===== src/rtl/pc_sequencer.sv =====
// Fetch/decode/execute/memory control FSM for the lab processor's PC and datapath.
// Optional performance counters are compiled in when PC_SEQ_PERF_EN is defined.
module pc_sequencer #(
    parameter int MEM_TIMEOUT = 15,
    parameter int CNT_W       = 16
) (
    input  logic             clk,
    input  logic             reset,
    input  logic             start_i,
    input  logic [8:0]       instr_i,
    input  logic             alu_zero_i,
    input  logic             mem_ready_i,
    output logic             pc_reset_o,
    output logic             pc_halt_o,
    output logic [1:0]       branch_type_o,
    output logic             flag_o,
    output logic             ir_load_o,
    output logic             reg_we_o,
    output logic             mem_rd_o,
    output logic             mem_wr_o,
    output logic             busy_o,
    output logic             done_o,
    output logic             err_o,
    output logic [CNT_W-1:0] cycle_count_o,
    output logic [CNT_W-1:0] instr_count_o
);

    // state    | meaning
    // IDLE     | PC parked at start address, waiting for start
    // FETCH    | capture instruction, latch opcode
    // DECODE   | route by opcode
    // EXEC     | single-cycle ALU/CMP/branch, PC advances
    // MEM      | load/store handshake with timeout
    // HALTED   | done; start re-arms to IDLE
    typedef enum logic [2:0] {
        S_IDLE, S_FETCH, S_DECODE, S_EXEC, S_MEM, S_HALTED
    } state_e;

    localparam logic [2:0] OP_ALU   = 3'b000;
    localparam logic [2:0] OP_LOAD  = 3'b001;
    localparam logic [2:0] OP_STORE = 3'b010;
    localparam logic [2:0] OP_JMP   = 3'b011;
    localparam logic [2:0] OP_BR3   = 3'b100;
    localparam logic [2:0] OP_BR6   = 3'b101;
    localparam logic [2:0] OP_CMP   = 3'b110;
    localparam logic [2:0] OP_HALT  = 3'b111;

    localparam int WAIT_W = (MEM_TIMEOUT > 1) ? $clog2(MEM_TIMEOUT) : 1;
    localparam logic [WAIT_W-1:0] WAIT_LAST = WAIT_W'(MEM_TIMEOUT - 1);

    state_e            state_q, state_d;
    logic [2:0]        opcode_q, opcode_d;
    logic              flag_q, flag_d;
    logic              err_q, err_d;
    logic [WAIT_W-1:0] wait_q, wait_d;

    // Operand bits of the instruction are consumed by the datapath, not here.
    logic unused_instr_bits;
    assign unused_instr_bits = ^instr_i[5:0];

    always_ff @(posedge clk) begin
        if (reset) begin
            state_q  <= S_IDLE;
            opcode_q <= 3'b000;
            flag_q   <= 1'b0;
            err_q    <= 1'b0;
            wait_q   <= '0;
        end else begin
            state_q  <= state_d;
            opcode_q <= opcode_d;
            flag_q   <= flag_d;
            err_q    <= err_d;
            wait_q   <= wait_d;
        end
    end

    always_comb begin
        state_d  = state_q;
        opcode_d = opcode_q;
        flag_d   = flag_q;
        err_d    = err_q;
        wait_d   = wait_q;
        unique case (state_q)
            S_IDLE: if (start_i) state_d = S_FETCH;
            S_FETCH: begin
                opcode_d = instr_i[8:6];
                state_d  = S_DECODE;
            end
            S_DECODE: begin
                if (opcode_q == OP_LOAD || opcode_q == OP_STORE) begin
                    state_d = S_MEM;
                    wait_d  = '0;
                end else if (opcode_q == OP_HALT) begin
                    state_d = S_HALTED;
                end else begin
                    state_d = S_EXEC;
                end
            end
            S_EXEC: begin
                if (opcode_q == OP_CMP) flag_d = alu_zero_i;
                state_d = S_FETCH;
            end
            S_MEM: begin
                if (mem_ready_i) begin
                    state_d = S_FETCH;
                end else if (wait_q == WAIT_LAST) begin
                    err_d   = 1'b1;
                    state_d = S_HALTED;
                end else begin
                    wait_d = wait_q + WAIT_W'(1);
                end
            end
            S_HALTED: begin
                if (start_i) begin
                    state_d = S_IDLE;
                    err_d   = 1'b0;
                end
            end
            default: state_d = S_IDLE;
        endcase
    end

    // Moore decodes of state, except the MEM-cycle completion terms on mem_ready.
    always_comb begin
        pc_reset_o    = 1'b0;
        pc_halt_o     = 1'b1;
        branch_type_o = 2'b00;
        ir_load_o     = 1'b0;
        reg_we_o      = 1'b0;
        mem_rd_o      = 1'b0;
        mem_wr_o      = 1'b0;
        busy_o        = 1'b1;
        done_o        = 1'b0;
        unique case (state_q)
            S_IDLE: begin
                pc_reset_o = 1'b1;
                busy_o     = 1'b0;
            end
            S_FETCH: ir_load_o = 1'b1;
            S_DECODE: ;
            S_EXEC: begin
                pc_halt_o = 1'b0;
                reg_we_o  = (opcode_q == OP_ALU);
                case (opcode_q)
                    OP_JMP:  branch_type_o = 2'b01;
                    OP_BR3:  branch_type_o = 2'b10;
                    OP_BR6:  branch_type_o = 2'b11;
                    default: branch_type_o = 2'b00;
                endcase
            end
            S_MEM: begin
                mem_rd_o  = (opcode_q == OP_LOAD);
                mem_wr_o  = (opcode_q == OP_STORE);
                pc_halt_o = ~mem_ready_i;
                reg_we_o  = mem_ready_i && (opcode_q == OP_LOAD);
            end
            S_HALTED: begin
                done_o = 1'b1;
                busy_o = 1'b0;
            end
            default: busy_o = 1'b0;
        endcase
    end

    assign flag_o = flag_q;
    assign err_o  = err_q;

`ifdef PC_SEQ_PERF_EN
    logic [CNT_W-1:0] cyc_cnt_q, ins_cnt_q;
    logic             retire;

    // HALT retires on leaving DECODE; every other instruction on its PC-advance cycle.
    assign retire = (state_q == S_EXEC)
                 || (state_q == S_MEM && mem_ready_i)
                 || (state_q == S_DECODE && opcode_q == OP_HALT);

    always_ff @(posedge clk) begin
        if (reset || (state_q == S_IDLE && start_i)) begin
            cyc_cnt_q <= '0;
            ins_cnt_q <= '0;
        end else begin
            if (busy_o) cyc_cnt_q <= cyc_cnt_q + CNT_W'(1);
            if (retire) ins_cnt_q <= ins_cnt_q + CNT_W'(1);
        end
    end

    assign cycle_count_o = cyc_cnt_q;
    assign instr_count_o = ins_cnt_q;
`else
    assign cycle_count_o = '0;
    assign instr_count_o = '0;
`endif

endmodule


===== config.mk =====
export PLATFORM = sky130hd
export DESIGN_NAME = pc_sequencer
export DESIGN_NICKNAME = d
export VERILOG_FILES = /design/src/rtl/pc_sequencer.sv
export SDC_FILE = /design/constraint.sdc
export NUM_CORES = 1
export LEC_CHECK = 0
export CAP_MARGIN = 25
export CORE_MARGIN = 5
export CORE_UTILIZATION = 30
export CTS_CLUSTER_SIZE = 8
export DETAILED_ROUTE_END_ITERATION = 10
export GPL_TIMING_DRIVEN = 0
export MAX_ROUTING_LAYER = met4
export PLACE_DENSITY_LB_ADDON = 0.25
export SETUP_SLACK_MARGIN = 0.05
export SLEW_MARGIN = 20
export SYNTH_ARGS = -nofsm -noshare
export SYNTH_HDL_FRONTEND = slang
export SYNTH_SLANG_ARGS = --single-unit

===== constraint.sdc =====
create_clock -name clk -period 1.6 [get_ports clk]
set_clock_uncertainty 0.05 [all_clocks]
set_input_delay 0.32 -clock clk [delete_from_list [all_inputs] [get_ports clk]]
set_output_delay 0.32 -clock clk [all_outputs]
set_load 0.02 [all_outputs]

Word level (Yosys, flattened, before mapping)
Index checks and enable logic that the tools add are counted.

Add/subtract/negate cells: 1. Eq/ne operators: 20. Muxes and demuxes: 25. Bitwise logic cells: 1. Reductions and logical operators: 11.

Operator list (number): 3-bit == test, second input constant (6); 3-bit two-way mux (6); 3-bit one-hot mux with 6 select lines (1); 3-bit by 2-bit == test with 1-bit output, second input constant (4); 4-bit two-way mux (3); 2-bit != test, second input constant (6); 1-bit two-way mux (9); 4-bit one-hot mux with 2 select lines (1); 4-bit AND reduction (2); 3-bit by 1-bit == test with 1-bit output, second input constant (2); 3-bit logical NOT (2); 1-bit one-hot mux with 2 select lines (3); 2-bit one-hot mux with 3 select lines (1); 4-bit by 1-bit adder with 4-bit output, second input constant (1); 4-bit == test, second input constant (1); 2-bit nonzero test (2); 4-bit OR reduction (1); 3-bit != test, second input constant (1); 3-bit AND reduction (1); 2-bit two-way mux (1); 2-bit AND reduction (1); 1-bit logical AND (1); 1-bit logical OR (1); 1-bit NOT (1).

Register bits: 12. Input bits: 14. Output and inout port bits: 44. Word-level logic and storage cells: 63.

Logic depth before layout (Yosys ltp)
Gate-level depths: netlist (run 1).

Depth in word-level cells: 4. Depth in mapped cells: 6. Mapped depth without buffers: 5.

Least setup slack after synthesis (run 1)
No wires, ideal clock.

Path type: reg2out. Start: register state_q[1]. End: output mem_rd_o. Arrival time: 1643 ps. Required time: 1230 ps. Setup slack: -413 ps. Stages on the path, launching flop included: 5. Buffers on the path: 2. Path through: dfxtp_1 -> buf_6 -> or3b_1 -> buf_2 -> nor4b_1.

Longest elaborated chain between the ends: 2.

Ends and longest elaborated chain: start: declaration (line 51) `state_e state_q, state_d;`; start signal: assignment (line 69) `state_q <= state_d;`; 3-bit == test (line 134) `unique case (state_q)`; 1-bit two-way mux (line 134); end: declaration (line 19) `output logic mem_rd_o,`.

No other way between the ends.

Worst setup path in the final report (run 1)
Ends and elaborated chain as after synthesis.

==> flow_metrics.tcl, run 1 <==
set metrics [dict create \
    clk_pin_slew_ps 70 \
    drtAntennaViolNets 0 \
    postPlaceCellArea_sq_um 1410 \
    portBuffers 19 \
    design_area_sq_um 1650 \
    grt_pass1_vias 898 \
    p_per_area_nw_per_um2 1140 \
    wl_microns 2760 \
    critPathKind "register to primary output" \
    clkPwrFrac 0.129 \
    cp_data_arrival_time_ps 1520 \
    period_share 1.18 \
    die_x_microns 67.7 \
    grt.total_usage 0.113 \
    cpMaxStageDelayCell "dfxtp_4" \
    die_area_sq_um 4580 \
    cts_tree "done" \
    path_cells "or3b_1, buf_6, nor4b_4, buf_4" \
    placementRows 21 \
    synth-seq-cells 12 \
    drt-pass1-iter-count 4 \
    io_pins 58 \
    setup_violations 12 \
    drv_slew 0 \
    synthFlopType "dfxtp_1" \
    fill_cells 332 \
    vias_per_cell 4.15 \
    drv_cap 0 \
    wire_per_inst_microns 11.5 \
    grt_overflow 0 \
    ys_warn_count 0 \
    syn_area_per_cell_sq_um 7.85 \
    intPower_mw 1.09 \
    ir_drop_mv 0.555 \
    instances_no_fill 239 \
    fin_crit_ps 1890 \
    clkSinkCount 12 \
    synthToLayoutAreaGrowth_pct 65.6 \
    start_util 0.304 \
    hpwl_microns 1880 \
    synthDistinctLibCells 37 \
    min_path_type "register to register" \
    antenna_found_initial 0 \
    synthCells 127 \
    drc_errors 0 \
    async_flop_share 0 \
    ys_seq_area_frac 0.241 \
    failed_checks "setup timing" \
    vias 991 \
    combPwrFrac 0.652 \
    cp-start-kind "register" \
    utilization 0.503 \
    max_stage_delay_ps 370 \
    core_sq_um 3280 \
    dp.cells 223 \
    ctsHoldBuffers 0 \
    endpoint_kind "primary output" \
    grt_max_degree 11 \
    critPathMaxFanout 7 \
    grt_pass1_wl_microns 3820 \
    tns_ps -1780 \
    grt_setup_unrepaired "true" \
    cts-root-buf "clkbuf_4" \
    cts_max_level 1 \
    finalWorstSetupSlack_ps -293 \
    gp_congestion 0.817 \
    power_frac_seq 0.219 \
    worstPathRequired_ps 1230 \
    clock.fmax_mhz 528 \
    hold_viol 0 \
    cts_made_buffers 3 \
    drt_iter0_drc 16 \
    power_switching_uw 790 \
    die_h_microns 67.7 \
    max-clock-path-buffers 2 \
    p_sw_frac 0.421 \
    layout-drive-gt1-share 0.456 \
    diodes 0 \
    final_nets 210 \
    timing.hold.ws_ps 452 \
    power_leakage_nw 0.803 \
    netlist_area_sq_um 997 \
    clk-insertion-delay-late_ps 280 \
    status "finished with violations" \
    synth_edf_count 0 \
]
-- layout by cell type (no fill, tap or decap), types with 3 or more instances in the layout --
cell,instances
a31oi_1,3
buf_4,50
buf_6,8
clkbuf_4,5
clkdlybuf4s50_1,6
conb_1,32
dfxtp_1,9
dlygate4sd2_1,3
inv_1,4
mux2i_1,4
nand2b_1,3
nor2_1,10
nor2_4,3
nor3_1,3
-- Yosys cell counts (all sizes together), types with 2 or more instances --
master | number | area share
buf | 37 | 0.27
mux2i | 4 | 0.040
nand2 | 4 | 0.015
nand3 | 2 | 0.010
nand2b | 3 | 0.019
and3 | 2 | 0.013
o21ai | 3 | 0.015
clkbuf | 3 | 0.011
nor2b | 2 | 0.013
nor2 | 13 | 0.049
and3b | 2 | 0.018
xnor2 | 2 | 0.018
or4 | 2 | 0.015
nor3 | 6 | 0.030
a21oi | 4 | 0.024
ha | 2 | 0.025
or3b | 2 | 0.018
dfxtp | 12 | 0.24
inv | 4 | 0.015
a211oi | 2 | 0.015
a31oi | 3 | 0.019
-- cell type report --
type / count / area, sq um / area share
plain buffers: 39 / 300 / 0.182
clock buffers: 4 / 36.3 / 0.0220
inverters: 4 / 15.0 / 0.00909
multi-input cells: 102 / 711 / 0.430
flip-flops and latches: 12 / 246 / 0.149
well taps: 46 / 57.6 / 0.0348
repair buffers: 32 / 285 / 0.173
-- metrics by stage --
| stage | power, mW | worst slack (ps) |
|---|---|---|
| 2_1_floorplan | 1.06 | -65.5 |
| 3_3_place_gp | 1.29 | -623 |
| 3_5_place_dp | 1.31 | -616 |
| 4_1_cts | 1.70 | -289 |
| 5_1_grt | 2.00 | -368 |
| 6_report | 1.88 | -293 |
-- path summary, 6_finish.rpt --
| check | cells past startpoint | slack, ps | to | startpoint |
|---|---|---|---|---|
| setup / recovery | 4 | -290 | mem_rd_o | state_q[1]$_SDFFE_PP0P_ |
| hold / removal | 2 | 450 | flag_o$_SDFFE_PP0P_ | flag_o$_SDFFE_PP0P_ |
| setup reg to reg | 5 | -200 | wait_q[0]$_SDFFE_PP0P_ | state_q[1]$_SDFFE_PP0P_ |
| hold reg to reg | 2 | 450 | flag_o$_SDFFE_PP0P_ | flag_o$_SDFFE_PP0P_ |
-- cell families (layout without fill, tap and decap cells) --
kind of cell | after synthesis | count (layout) | synth area share
AOI/OAI and AO/OA | 19 | 19 | 0.130
xor gates and xnor gates | 2 | 2 | 0.0176
adders and majority gates | 2 | 2 | 0.0251
buffers and inverters | 44 | 79 | 0.301
DFF | 12 | 12 | 0.241
muxes | 5 | 5 | 0.0514
other | 1 | 32 | 0.00376
and+or+nand+nor | 42 | 42 | 0.230
-- state kept, by name, indices dropped and copies added (netlist names) --
name,cells
state_q,3
opcode_q,3
wait_q,4
flag_o,1
err_o,1
-- repair_timing --
item                       CTS  global route
pin swaps                    6             3
setup endpoints to repair   17            17
buffers inserted            10             4
gates resized for setup     74            22
gates cloned                 0             0
-- power by group through the flow --
stage | Combinational, mW | Sequential, mW | Clock (mW)
3_3_place_gp | 0.907 | 0.387 | 0
2_1_floorplan | 0.671 | 0.385 | 0
6_report | 1.22 | 0.411 | 0.242
3_5_place_dp | 0.917 | 0.391 | 0
5_1_grt | 1.32 | 0.421 | 0.264
4_1_cts | 1.05 | 0.403 | 0.246
-- metal layers --
layer | track usage | wire, microns | up-vias
met5 | - | 0 | -
met4 | 0.0430 | 34 | 0
met3 | 0.0366 | 185 | 7
met2 | 0.191 | 1480 | 35
met1 | 0.122 | 1060 | 447
li1 | - | - | 502
-- critical path, delay by kind of cell, from the launching register on --
family	cells	cell delay, ps
buffers and inverters	2	320
flip-flops	1	370
AND/OR/NAND/NOR	2	560
(Power assumes the default switching activity.)
==> run 2, diff against run 1 <==
--- a/config.mk
+++ b/config.mk
@@ -5,7 +5,9 @@
 export SDC_FILE = /design/constraint.sdc
 export NUM_CORES = 1
 export LEC_CHECK = 0
+export ABC_AREA = 1
 export CAP_MARGIN = 25
+export CORE_ASPECT_RATIO = 1.75
 export CORE_MARGIN = 5
 export CORE_UTILIZATION = 30
 export CTS_CLUSTER_SIZE = 8
==> run 2 against run 1 <==
  * The flow still finishes with violations (setup timing)
  * Global-route usage up 1.3 points
  * Flip-flop and latch count is the same
  * Combinational power is essentially flat
  * Fmax increased by 17%
  * Via count is 4.7% higher
  * Worst hold slack lost 20 ps
  * First-iteration DRC count grew 110%
  * Die area rose by 0.35%
  * Total power up 17%
  * Largest power group unchanged
==> flow_metrics.tcl, run 2 <==
set metrics [dict create \
    core_sq_um 3180 \
    io_pins 58 \
    path_buf_inv 2 \
    drc_errors 0 \
    synth_top_area_frac 0.243 \
    cts_max_level 1 \
    hpwl_microns 2050 \
    diodes 0 \
    ctsHoldBuffers 0 \
    wire_per_inst_microns 10.5 \
    reg_top3 "wait_q: 4 flops, opcode_q: 3 flops, state_q: 3 flops" \
    final_nets 226 \
    clk-insertion-delay-late_ps 250 \
    grt_overflow 0 \
    vias_per_cell 4.12 \
    setup_violations 1 \
    grt.total_usage 0.125 \
    regMostFlops "wait_q" \
    die_area_sq_um 4590 \
    failed_checks "setup timing" \
    ir_drop_mv 0.647 \
    synthCells 147 \
    clkSinkCount 12 \
    portBuffers 19 \
    vias 1038 \
    tns_ps -15.2 \
    synth_edf_count 0 \
    max_stage_delay_ps 370 \
    netlist_area_sq_um 990 \
    synthToLayoutAreaGrowth_pct 58.8 \
    critPathTopFamily "flip-flops" \
    synthDistinctLibCells 23 \
    yosys-top-cells-count "buf_4, nand2_1, nor2_1" \
    gp_congestion 0.859 \
    grt_max_degree 11 \
    cts_tree "done" \
    largest_reg_flops 4 \
    final_cell_mix "buf_4, conb_1, nand2_1" \
    drt-pass1-iter-count 4 \
    die_x_microns 53.4 \
    worstPathRequired_ps 1230 \
    synth_top_area_cell "dfxtp_1" \
    cp_data_arrival_time_ps 1250 \
    endpoint_kind "primary output" \
    max-clock-path-buffers 2 \
    ys_warn_count 0 \
    postPlaceCellArea_sq_um 1360 \
    period_share 1.01 \
    start_util 0.312 \
    timing.hold.ws_ps 432 \
    fin_crit_ps 1620 \
    drt_iter0_drc 33 \
    grt_pass1_vias 1028 \
    min_path_type "register to register" \
    fin_total_pwr_mw 2.20 \
    ys_seq_area_frac 0.243 \
    placementRows 27 \
    die_h_microns 86.0 \
    cts-root-buf "clkbuf_8" \
    syn_area_per_cell_sq_um 6.73 \
    synthFlopType "dfxtp_1" \
    grt_setup_unrepaired "true" \
    synth_area_leaders "dfxtp_1, buf_4, nand2_1, nand3_1, nor2_1" \
    layout_commonest_cell "buf_4" \
    wl_microns 2660 \
    p_per_area_nw_per_um2 1400 \
    drtAntennaViolNets 0 \
    power_leakage_nw 0.775 \
    design_area_sq_um 1570 \
    drv_cap 0 \
    status "finished with violations" \
    finalWorstSetupSlack_ps -15.2 \
    antenna_found_initial 0 \
    cts_made_buffers 3 \
    synth.most_common_cell "buf_4" \
    critPathKind "register to primary output" \
    cp-start-kind "register" \
    critPathMaxFanout 6 \
    grt_pass1_wl_microns 4240 \
    clock.fmax_mhz 619 \
    clk_pin_slew_ps 60 \
    hold_viol 0 \
    layout-drive-gt1-share 0.416 \
    async_flop_share 0 \
    path_cells "inv_6, nand3_4, nor2_4, nand2_1, o41ai_2, buf_4" \
    cpMaxStageDelayCell "dfxtp_4" \
    drv_slew 0 \
    synth-seq-cells 12 \
]
==> run 2: final timing paths <==
kind,start,endpoint,slack [ps],depth (start not counted)
max,state_q[1]$_SDFFE_PP0P_,reg_we_o,-20,6
max reg2reg,wait_q[0]$_SDFFE_PP0P_,wait_q[1]$_SDFFE_PP0P_,140,8
min,err_o$_SDFFE_PP0P_,err_o$_SDFFE_PP0P_,430,2
min reg2reg,err_o$_SDFFE_PP0P_,err_o$_SDFFE_PP0P_,430,2
==> run 2: logic make-up (layout without fill, tap and decap cells) <==
family                     count (synthesis)  in the layout  synth area share
and+or+nand+nor                           68             68             0.324
buffers and inverters                     46             77             0.296
AOI/OAI and AO/OA                         18             18             0.109
DFF                                       12             12             0.243
adders and majority gates                  2              2            0.0253
other                                      1             32           0.00379
==> run 2: power by group <==
group          leakage, nW  internal, mW  switching (mW)
Sequential           0.102         0.422           0.183
Combinational        0.644         0.518           0.736
Clock               0.0288         0.218           0.122
Total                0.775          1.16            1.04
==> run 2: repair_timing <==
item,4_1_cts,5_1_grt
gates resized for setup,79,13
setup endpoints to repair,12,11
setup buffers,6,3
pin swaps,4,7
==> run 2: area by class of cell <==
cell class                      count  area, sq um
Fill cell                         347         1600
Buffer                             32          240
Clock buffer                        4         55.1
Timing Repair Buffer               27          229
Tap cell                           43         53.8
Inverter                           14         65.1
Sequential cell                    12          256
Multi-Input combinational cell    120          672
==> run 2: worst reg2reg max path: cells and delay by family, from the launching register on <==
kind	cells	cell delay, ps
flip-flops	1	360
adder cells (fa/ha/maj)	1	210
AO/OA/AOI/OAI	1	260
buffers and inverters	1	80
AND/OR/NAND/NOR	5	390
==> run 2: per-layer routing <==
layer  track usage  vias up  routed length [microns]
met5             -        -                        0
li1              -      538                        -
met1         0.101      452                      921
met2         0.254       41                     1540
met3        0.0122        7                      119
met4        0.0628        0                       72
==> run 2: metrics by stage <==
| step | utilization | instances | setup slack, ps |
|---|---|---|---|
| after detailed placement | 0.428 | 240 | -445 |
| after global routing | 0.495 | 252 | -54.4 |
| after global placement | 0.428 | 240 | -463 |
| after floorplan | - | 178 | 76.3 |
| final | 0.495 | 252 | -15.2 |
| after CTS | 0.476 | 250 | -11.3 |
